--- src/rtl/rw_req_arbiter.sv ---
// Round-robin arbiter sharing one read/write transaction engine among NUM_REQ requesters.
// Retries failed transactions with a fixed backoff gap, then returns a one-hot completion pulse.
module rw_req_arbiter #(
    parameter int unsigned NUM_REQ   = 4,
    parameter int unsigned MAX_RETRY = 3,
    parameter int unsigned RETRY_GAP = 8
) (
    input  logic                   clk,
    input  logic                   rst,
    input  logic [NUM_REQ-1:0]     req_valid,
    input  logic [NUM_REQ-1:0]     req_write,
    input  logic [NUM_REQ*16-1:0]  req_page,
    input  logic [NUM_REQ*64-1:0]  req_wdata,
    output logic [NUM_REQ-1:0]     resp_done,
    output logic                   resp_success,
    output logic [63:0]            resp_rdata,
    output logic                   busy,
    output logic                   start_read,
    output logic                   start_write,
    output logic [15:0]            RWmemPage,
    output logic [63:0]            RW_data_write,
    input  logic                   protocol_free,
    input  logic                   rwFSM_done,
    input  logic                   read_success,
    input  logic                   write_success,
    input  logic [63:0]            RW_data_read
);
    localparam int unsigned IW = (NUM_REQ > 1) ? $clog2(NUM_REQ) : 1;
    localparam int unsigned RW = (MAX_RETRY > 0) ? $clog2(MAX_RETRY + 1) : 1;
    localparam int unsigned GW = (RETRY_GAP > 1) ? $clog2(RETRY_GAP) : 1;

    localparam logic [2:0] S_IDLE    = 3'd0;
    localparam logic [2:0] S_ISSUE   = 3'd1;
    localparam logic [2:0] S_WAIT    = 3'd2;
    localparam logic [2:0] S_BACKOFF = 3'd3;
    localparam logic [2:0] S_RESP    = 3'd4;

    logic [2:0]          r_state;
    logic [IW-1:0]       r_idx;
    logic                r_op;
    logic [15:0]         r_page;
    logic [63:0]         r_wdata;
    logic [RW-1:0]       r_retry_cnt;
    logic [GW-1:0]       r_gap_cnt;
    logic [IW-1:0]       r_rr_ptr;
    logic [NUM_REQ-1:0]  r_resp_done;
    logic                r_resp_success;
    logic [63:0]         r_resp_rdata;
    logic                r_busy;
    logic                r_start_read;
    logic                r_start_write;

    logic [2:0]          w_next;
    logic                w_any;
    logic [IW-1:0]       w_win;
    logic                w_ok;
    logic [IW-1:0]       w_idx_nxt;
    logic                w_op_nxt;
    logic [15:0]         w_page_nxt;
    logic [63:0]         w_wdata_nxt;
    logic [RW-1:0]       w_retry_nxt;
    logic [GW-1:0]       w_gap_nxt;
    logic [IW-1:0]       w_rr_nxt;
    logic [63:0]         w_rdata_nxt;
    logic                w_success_nxt;

    // First requester at or above rr_ptr, wrapping; scanning downward lets the nearest one win.
    always_comb begin
        w_any = 1'b0;
        w_win = '0;
        for (int k = int'(NUM_REQ) - 1; k >= 0; k--) begin
            if (req_valid[IW'((int'(r_rr_ptr) + k) % int'(NUM_REQ))]) begin
                w_any = 1'b1;
                w_win = IW'((int'(r_rr_ptr) + k) % int'(NUM_REQ));
            end
        end
    end

    assign w_ok = r_op ? write_success : read_success;

    always_ff @(posedge clk) begin
        if (rst) begin
            r_state <= S_IDLE;
        end else begin
            r_state <= w_next;
        end
    end

    always_comb begin
        w_next        = r_state;
        w_idx_nxt     = r_idx;
        w_op_nxt      = r_op;
        w_page_nxt    = r_page;
        w_wdata_nxt   = r_wdata;
        w_retry_nxt   = r_retry_cnt;
        w_gap_nxt     = r_gap_cnt;
        w_rr_nxt      = r_rr_ptr;
        w_rdata_nxt   = r_resp_rdata;
        w_success_nxt = 1'b0;
        case (r_state)
            S_IDLE: begin
                if (w_any) begin
                    w_next      = S_ISSUE;
                    w_idx_nxt   = w_win;
                    w_op_nxt    = req_write[w_win];
                    w_page_nxt  = req_page[32'(w_win) * 16 +: 16];
                    w_wdata_nxt = req_wdata[32'(w_win) * 64 +: 64];
                    w_retry_nxt = '0;
                end
            end
            S_ISSUE: begin
                if (protocol_free) begin
                    w_next = S_WAIT;
                end
            end
            S_WAIT: begin
                if (rwFSM_done) begin
                    if (w_ok || (r_retry_cnt == RW'(MAX_RETRY))) begin
                        w_next        = S_RESP;
                        w_success_nxt = w_ok;
                        if (w_ok && !r_op) begin
                            w_rdata_nxt = RW_data_read;
                        end
                    end else begin
                        w_next      = S_BACKOFF;
                        w_retry_nxt = r_retry_cnt + RW'(1);
                        w_gap_nxt   = GW'(RETRY_GAP - 1);
                    end
                end
            end
            S_BACKOFF: begin
                if (r_gap_cnt == '0) begin
                    w_next = S_ISSUE;
                end else begin
                    w_gap_nxt = r_gap_cnt - GW'(1);
                end
            end
            S_RESP: begin
                w_next   = S_IDLE;
                w_rr_nxt = IW'((int'(r_idx) + 1) % int'(NUM_REQ));
            end
            default: begin
                w_next = S_IDLE;
            end
        endcase
    end

    // Outputs are registered from the next state so they line up with the state they describe.
    always_ff @(posedge clk) begin
        if (rst) begin
            r_idx          <= '0;
            r_op           <= 1'b0;
            r_page         <= '0;
            r_wdata        <= '0;
            r_retry_cnt    <= '0;
            r_gap_cnt      <= '0;
            r_rr_ptr       <= '0;
            r_resp_done    <= '0;
            r_resp_success <= 1'b0;
            r_resp_rdata   <= '0;
            r_busy         <= 1'b0;
            r_start_read   <= 1'b0;
            r_start_write  <= 1'b0;
        end else begin
            r_idx          <= w_idx_nxt;
            r_op           <= w_op_nxt;
            r_page         <= w_page_nxt;
            r_wdata        <= w_wdata_nxt;
            r_retry_cnt    <= w_retry_nxt;
            r_gap_cnt      <= w_gap_nxt;
            r_rr_ptr       <= w_rr_nxt;
            r_resp_rdata   <= w_rdata_nxt;
            r_resp_success <= w_success_nxt;
            r_busy         <= (w_next != S_IDLE);
            r_start_read   <= (w_next == S_ISSUE) && !w_op_nxt;
            r_start_write  <= (w_next == S_ISSUE) && w_op_nxt;
            r_resp_done    <= (w_next == S_RESP) ? (NUM_REQ'(1) << w_idx_nxt) : '0;
        end
    end

    assign resp_done     = r_resp_done;
    assign resp_success  = r_resp_success;
    assign resp_rdata    = r_resp_rdata;
    assign busy          = r_busy;
    assign start_read    = r_start_read;
    assign start_write   = r_start_write;
    assign RWmemPage     = r_page;
    assign RW_data_write = r_wdata;

endmodule
--- config.mk ---
export PLATFORM = sky130hd
export DESIGN_NAME = rw_req_arbiter
export DESIGN_NICKNAME = d
export VERILOG_FILES = /design/src/rtl/rw_req_arbiter.sv
export SDC_FILE = /design/constraint.sdc
export NUM_CORES = 1
export LEC_CHECK = 0
export ABC_CLOCK_PERIOD_IN_PS = 4800
export BUFFER_PORTS_ARGS = -buffer_cell sky130_fd_sc_hd__buf_2
export CAP_MARGIN = 20
export CORE_AREA = 2 2 211 213
export CTS_BUF_LIST = sky130_fd_sc_hd__clkbuf_8 sky130_fd_sc_hd__clkbuf_16
export DETAILED_ROUTE_END_ITERATION = 16
export DIE_AREA = 0 0 213 215
export SETUP_SLACK_MARGIN = 0.4
export SYNTH_ARGS = -nofsm -noshare
export SYNTH_HDL_FRONTEND = slang
export SYNTH_SLANG_ARGS = --single-unit
--- constraint.sdc ---
create_clock -name clk -period 4.8 [get_ports clk]
set_input_delay 0.24 -clock clk [delete_from_list [all_inputs] [get_ports clk]]
set_output_delay 0.24 -clock clk [all_outputs]
set_load 0.1 [all_outputs]
==> impl_results.md <==
- DR WL/cell: 15.6 µm
- Distinct cells, synth: 47
- Most frequent cells in the layout: buf_2 (549), nand2_1 (455), dfxtp_1 (165), nand3_1 (165), a32o_1 (80)
- LEAKAGE: 5.77 nW
- Initial antenna violation count: 10
- CP Data Arrival Time: 3.09 ns
- CTS tree: yes
- Clk root buf: clkbuf_16
- H-tree depth: 4
- Tmin final: 2.70 ns
- Cell area after synthesis: 8000 µm²
- Util after Layout: 28.1%
- Worst-path cell chain: a21boi_0, o221ai_4, buf_12, buf_4, nand2_1, nand3_1, a32o_1
- Filler cells: 4,791
- Final Hold Vio Count: 0
- Fin Clk Skew: 0.0130 ns
- Layout cell share with drive strength beyond 1: 36.8%
- TNS Setup: 0 ns
- Hold depth: 3
- Quantity of I/O buffers inserted on ports: 549
- Final Max Tran Viols: 0
- Crit. End Element: flip-flop
- Peak VDD IR: 239 µV
- Run status: complete, no violations
- Mapped Nets: 1,508
- Final ANT Viol Nets: 0
- Std cell rows: 77
- Hold Path Origin: RW_data_read[51]
- Multi-input gate area: 4270 µm²
- Top Family by Delay on Critical Path: compound AO/OA/AOI/OAI gates
- Horiz. Die Dim: 213 µm
- Post_cts resized: 0
- Tcrit/Tclk final: 56.3%
- Hold Path End: resp_rdata[51]$_SDFFE_PP0P_
- Crit path launch type: flip-flop
- Reg2reg path depth: 7
- Worst min path class: in2reg
- Slowest cell on the critical path: o221ai_4
- Max Buffers Root-to-Sink: 2
- Top Ports: 550
- Setup violators final: 0
- Worst Path Max Fanout: 47
- Nets: 2,036
- Flop2flop setup slack: 2.10 ns
- Sequential area share after synthesis: 41.3%
- Crit Path Class: reg2reg
- Hold buffers post-CTS: 43
- DRT iter0 DRCs: 635
- Post-synthesis cell count: 1,107
- Reg-to-Reg Start: r_rr_ptr[1]$_SDFFE_PP0N_
- CP required: 5.19 ns
- Max_slew headroom: 30.9%
- Synthesis Warnings: 0
- Core footprint: 43,600 µm²
- Via density: 4.49
- DRT Pass-1 Iters: 5
- Leading cell type in the layout, fill and taps excluded: buf_2
- Seq. cell area: 3300 µm²
- Yosys reg bits: 165
- Vias in the first global route: 9,856
- Reg-to-reg endpoint: RW_data_write[42]$_SDFFE_PP0P_
- Gpl congestion: 0.867
- Number of buffers created by CTS: 17
- Max-cap check violation count: 0
- Hpwl dp: 26,100 µm
- Die Height: 215 µm
- Total gr overflow: 0
- Clock sinks: 165
- DRC viols: 0
- Mapped Avg Cell Area: 7.23 µm²
- First-pass GRT wire length: 51,400 µm
- Pin count of the biggest net entering global routing: 166
- WP buf/inv: 2
- Die area: 45,800 µm²
- Clock slew at reported path FFs: 0.07 ns
- Clock Latency Late Sink: 0.45 ns
- Initial Utilization: 18.3%
- Number of flops mapped to enable cells by yosys: 0
- Fmax: 0.370 GHz
- Synth Flop Type: dfxtp_1
- Setup Fix Bufs, Post-CTS: 0
- Asr flop ratio synth: 0%
- Area grow syn2layout: 53.2%
- GRT Total Usage: 14.5%
- Final wirelength: 34,900 µm
- Unrepaired setup endpoints after global routing: false
- Via Count: 10,097
- Largest stage delay, worst path: 0.83 ns
- PD cells: 362 nW/µm²
- Tightest Pin Transition: 1.04 ns
-- power by group --
group	internal [W]	total [W]	switching (W)
registers	0.00148	0.00154	0.0000624
clock network	0.000728	0.00137	0.000638
logic	0.000388	0.00153	0.00114
-- Yosys cell counts, types with 3 or more instances --
cell type / n / area [µm²]
nand2_1: 455 / 1710
nand3b_1: 3 / 22.5
nand3_1: 165 / 826
buf_1: 11 / 41.3
buf_4: 10 / 75.1
a21oi_1: 75 / 375
nor2_1: 10 / 37.5
ha_1: 3 / 37.5
a32o_1: 80 / 801
inv_1: 6 / 22.5
dfxtp_1: 165 / 3300
a211oi_1: 4 / 30.0
nor3_1: 4 / 20.0
buf_2: 52 / 260
nor4_1: 3 / 18.8
a31oi_1: 3 / 18.8
clkbuf_1: 24 / 90.1
-- registers in the layout, summed over array words and instances (netlist names) --
signal / count
RW_data_write: 64
r_retry_cnt: 2
r_op: 1
r_state: 3
RWmemPage: 16
resp_rdata: 64
r_gap_cnt: 3
resp_success: 1
r_rr_ptr: 2
start_write: 1
r_idx: 2
resp_done: 4
start_read: 1
busy: 1
-- cells by family (layout without fill, tap and decap cells) --
group / count (synthesis) / in the layout / synth area share [%]
buffers and inverters: 103 / 644 / 6.11
other: 0 / 7 / 0
flip-flops: 165 / 165 / 41.3
adder cells (fa/ha/maj): 3 / 3 / 0.469
XOR/XNOR: 2 / 2 / 0.219
multiplexers: 2 / 2 / 0.266
AO/OA/AOI/OAI: 174 / 174 / 16.9
AND/OR/NAND/NOR: 658 / 658 / 34.8
-- how the worst max path moves through the flow --
stage | from | endpoint | slack, ns | cells after the start
floorplan | r_state[1]$_SDFF_PP0_ | resp_rdata[10]$_SDFFE_PP0P_ | 3.07 | 7
global placement | req_valid[3] | RW_data_write[7]$_SDFFE_PP0P_ | 2.07 | 6
detailed placement | req_valid[3] | RW_data_write[7]$_SDFFE_PP0P_ | 1.98 | 6
CTS | r_state[1]$_SDFF_PP0_ | RW_data_write[13]$_SDFFE_PP0P_ | 2.03 | 4
global route | r_rr_ptr[1]$_SDFFE_PP0N_ | RW_data_write[43]$_SDFFE_PP0P_ | 1.86 | 7
finish | r_rr_ptr[1]$_SDFFE_PP0N_ | RW_data_write[42]$_SDFFE_PP0P_ | 2.10 | 7
-- metal layers --
metal	track usage (%)	vias up	share of wire [%]	wire (µm)
met4	6.41	2	2.8	990
met2	26.4	460	50	17500
met5	0	-	0.037	13
met1	15.0	4720	39	13600
met3	4.78	46	8.2	2850
li1	-	4869	-	-
-- layout make-up --
class / count / area share, %
Sequential cell: 165 / 26.9
Tap cell: 592 / 6.04
Timing Repair Buffer: 606 / 27.2
Clock inverter: 15 / 1.17
Inverter: 6 / 0.184
Antenna cell: 7 / 0.143
Multi-Input combinational cell: 839 / 34.8
Clock buffer: 17 / 3.47
-- stage by stage --
step | power [W] | instance area, µm² | hold WS (ns) | std cells | worst slack (ns)
floorplan | 0.00268 | 8000 | 0.376 | 1107 | 3.07
global placement | 0.00306 | 11200 | 0.439 | 2164 | 2.07
CTS | 0.00451 | 12200 | 0.00201 | 2239 | 2.03
global route | 0.00464 | 12300 | 0.0191 | 2245 | 1.86
detailed placement | 0.00308 | 11200 | 0.444 | 2164 | 1.98
finish | 0.00444 | 12300 | 0.0502 | 2247 | 2.10
-- worst register-to-register path, cell delays in order, from the launching register on --
cell,delay (ns)
dfxtp_1,0.52
a21boi_0,0.27
o221ai_4,0.83
buf_12,0.31
buf_4,0.35
nand2_1,0.10
nand3_1,0.09
a32o_1,0.18
(Power assumes the default switching activity.)
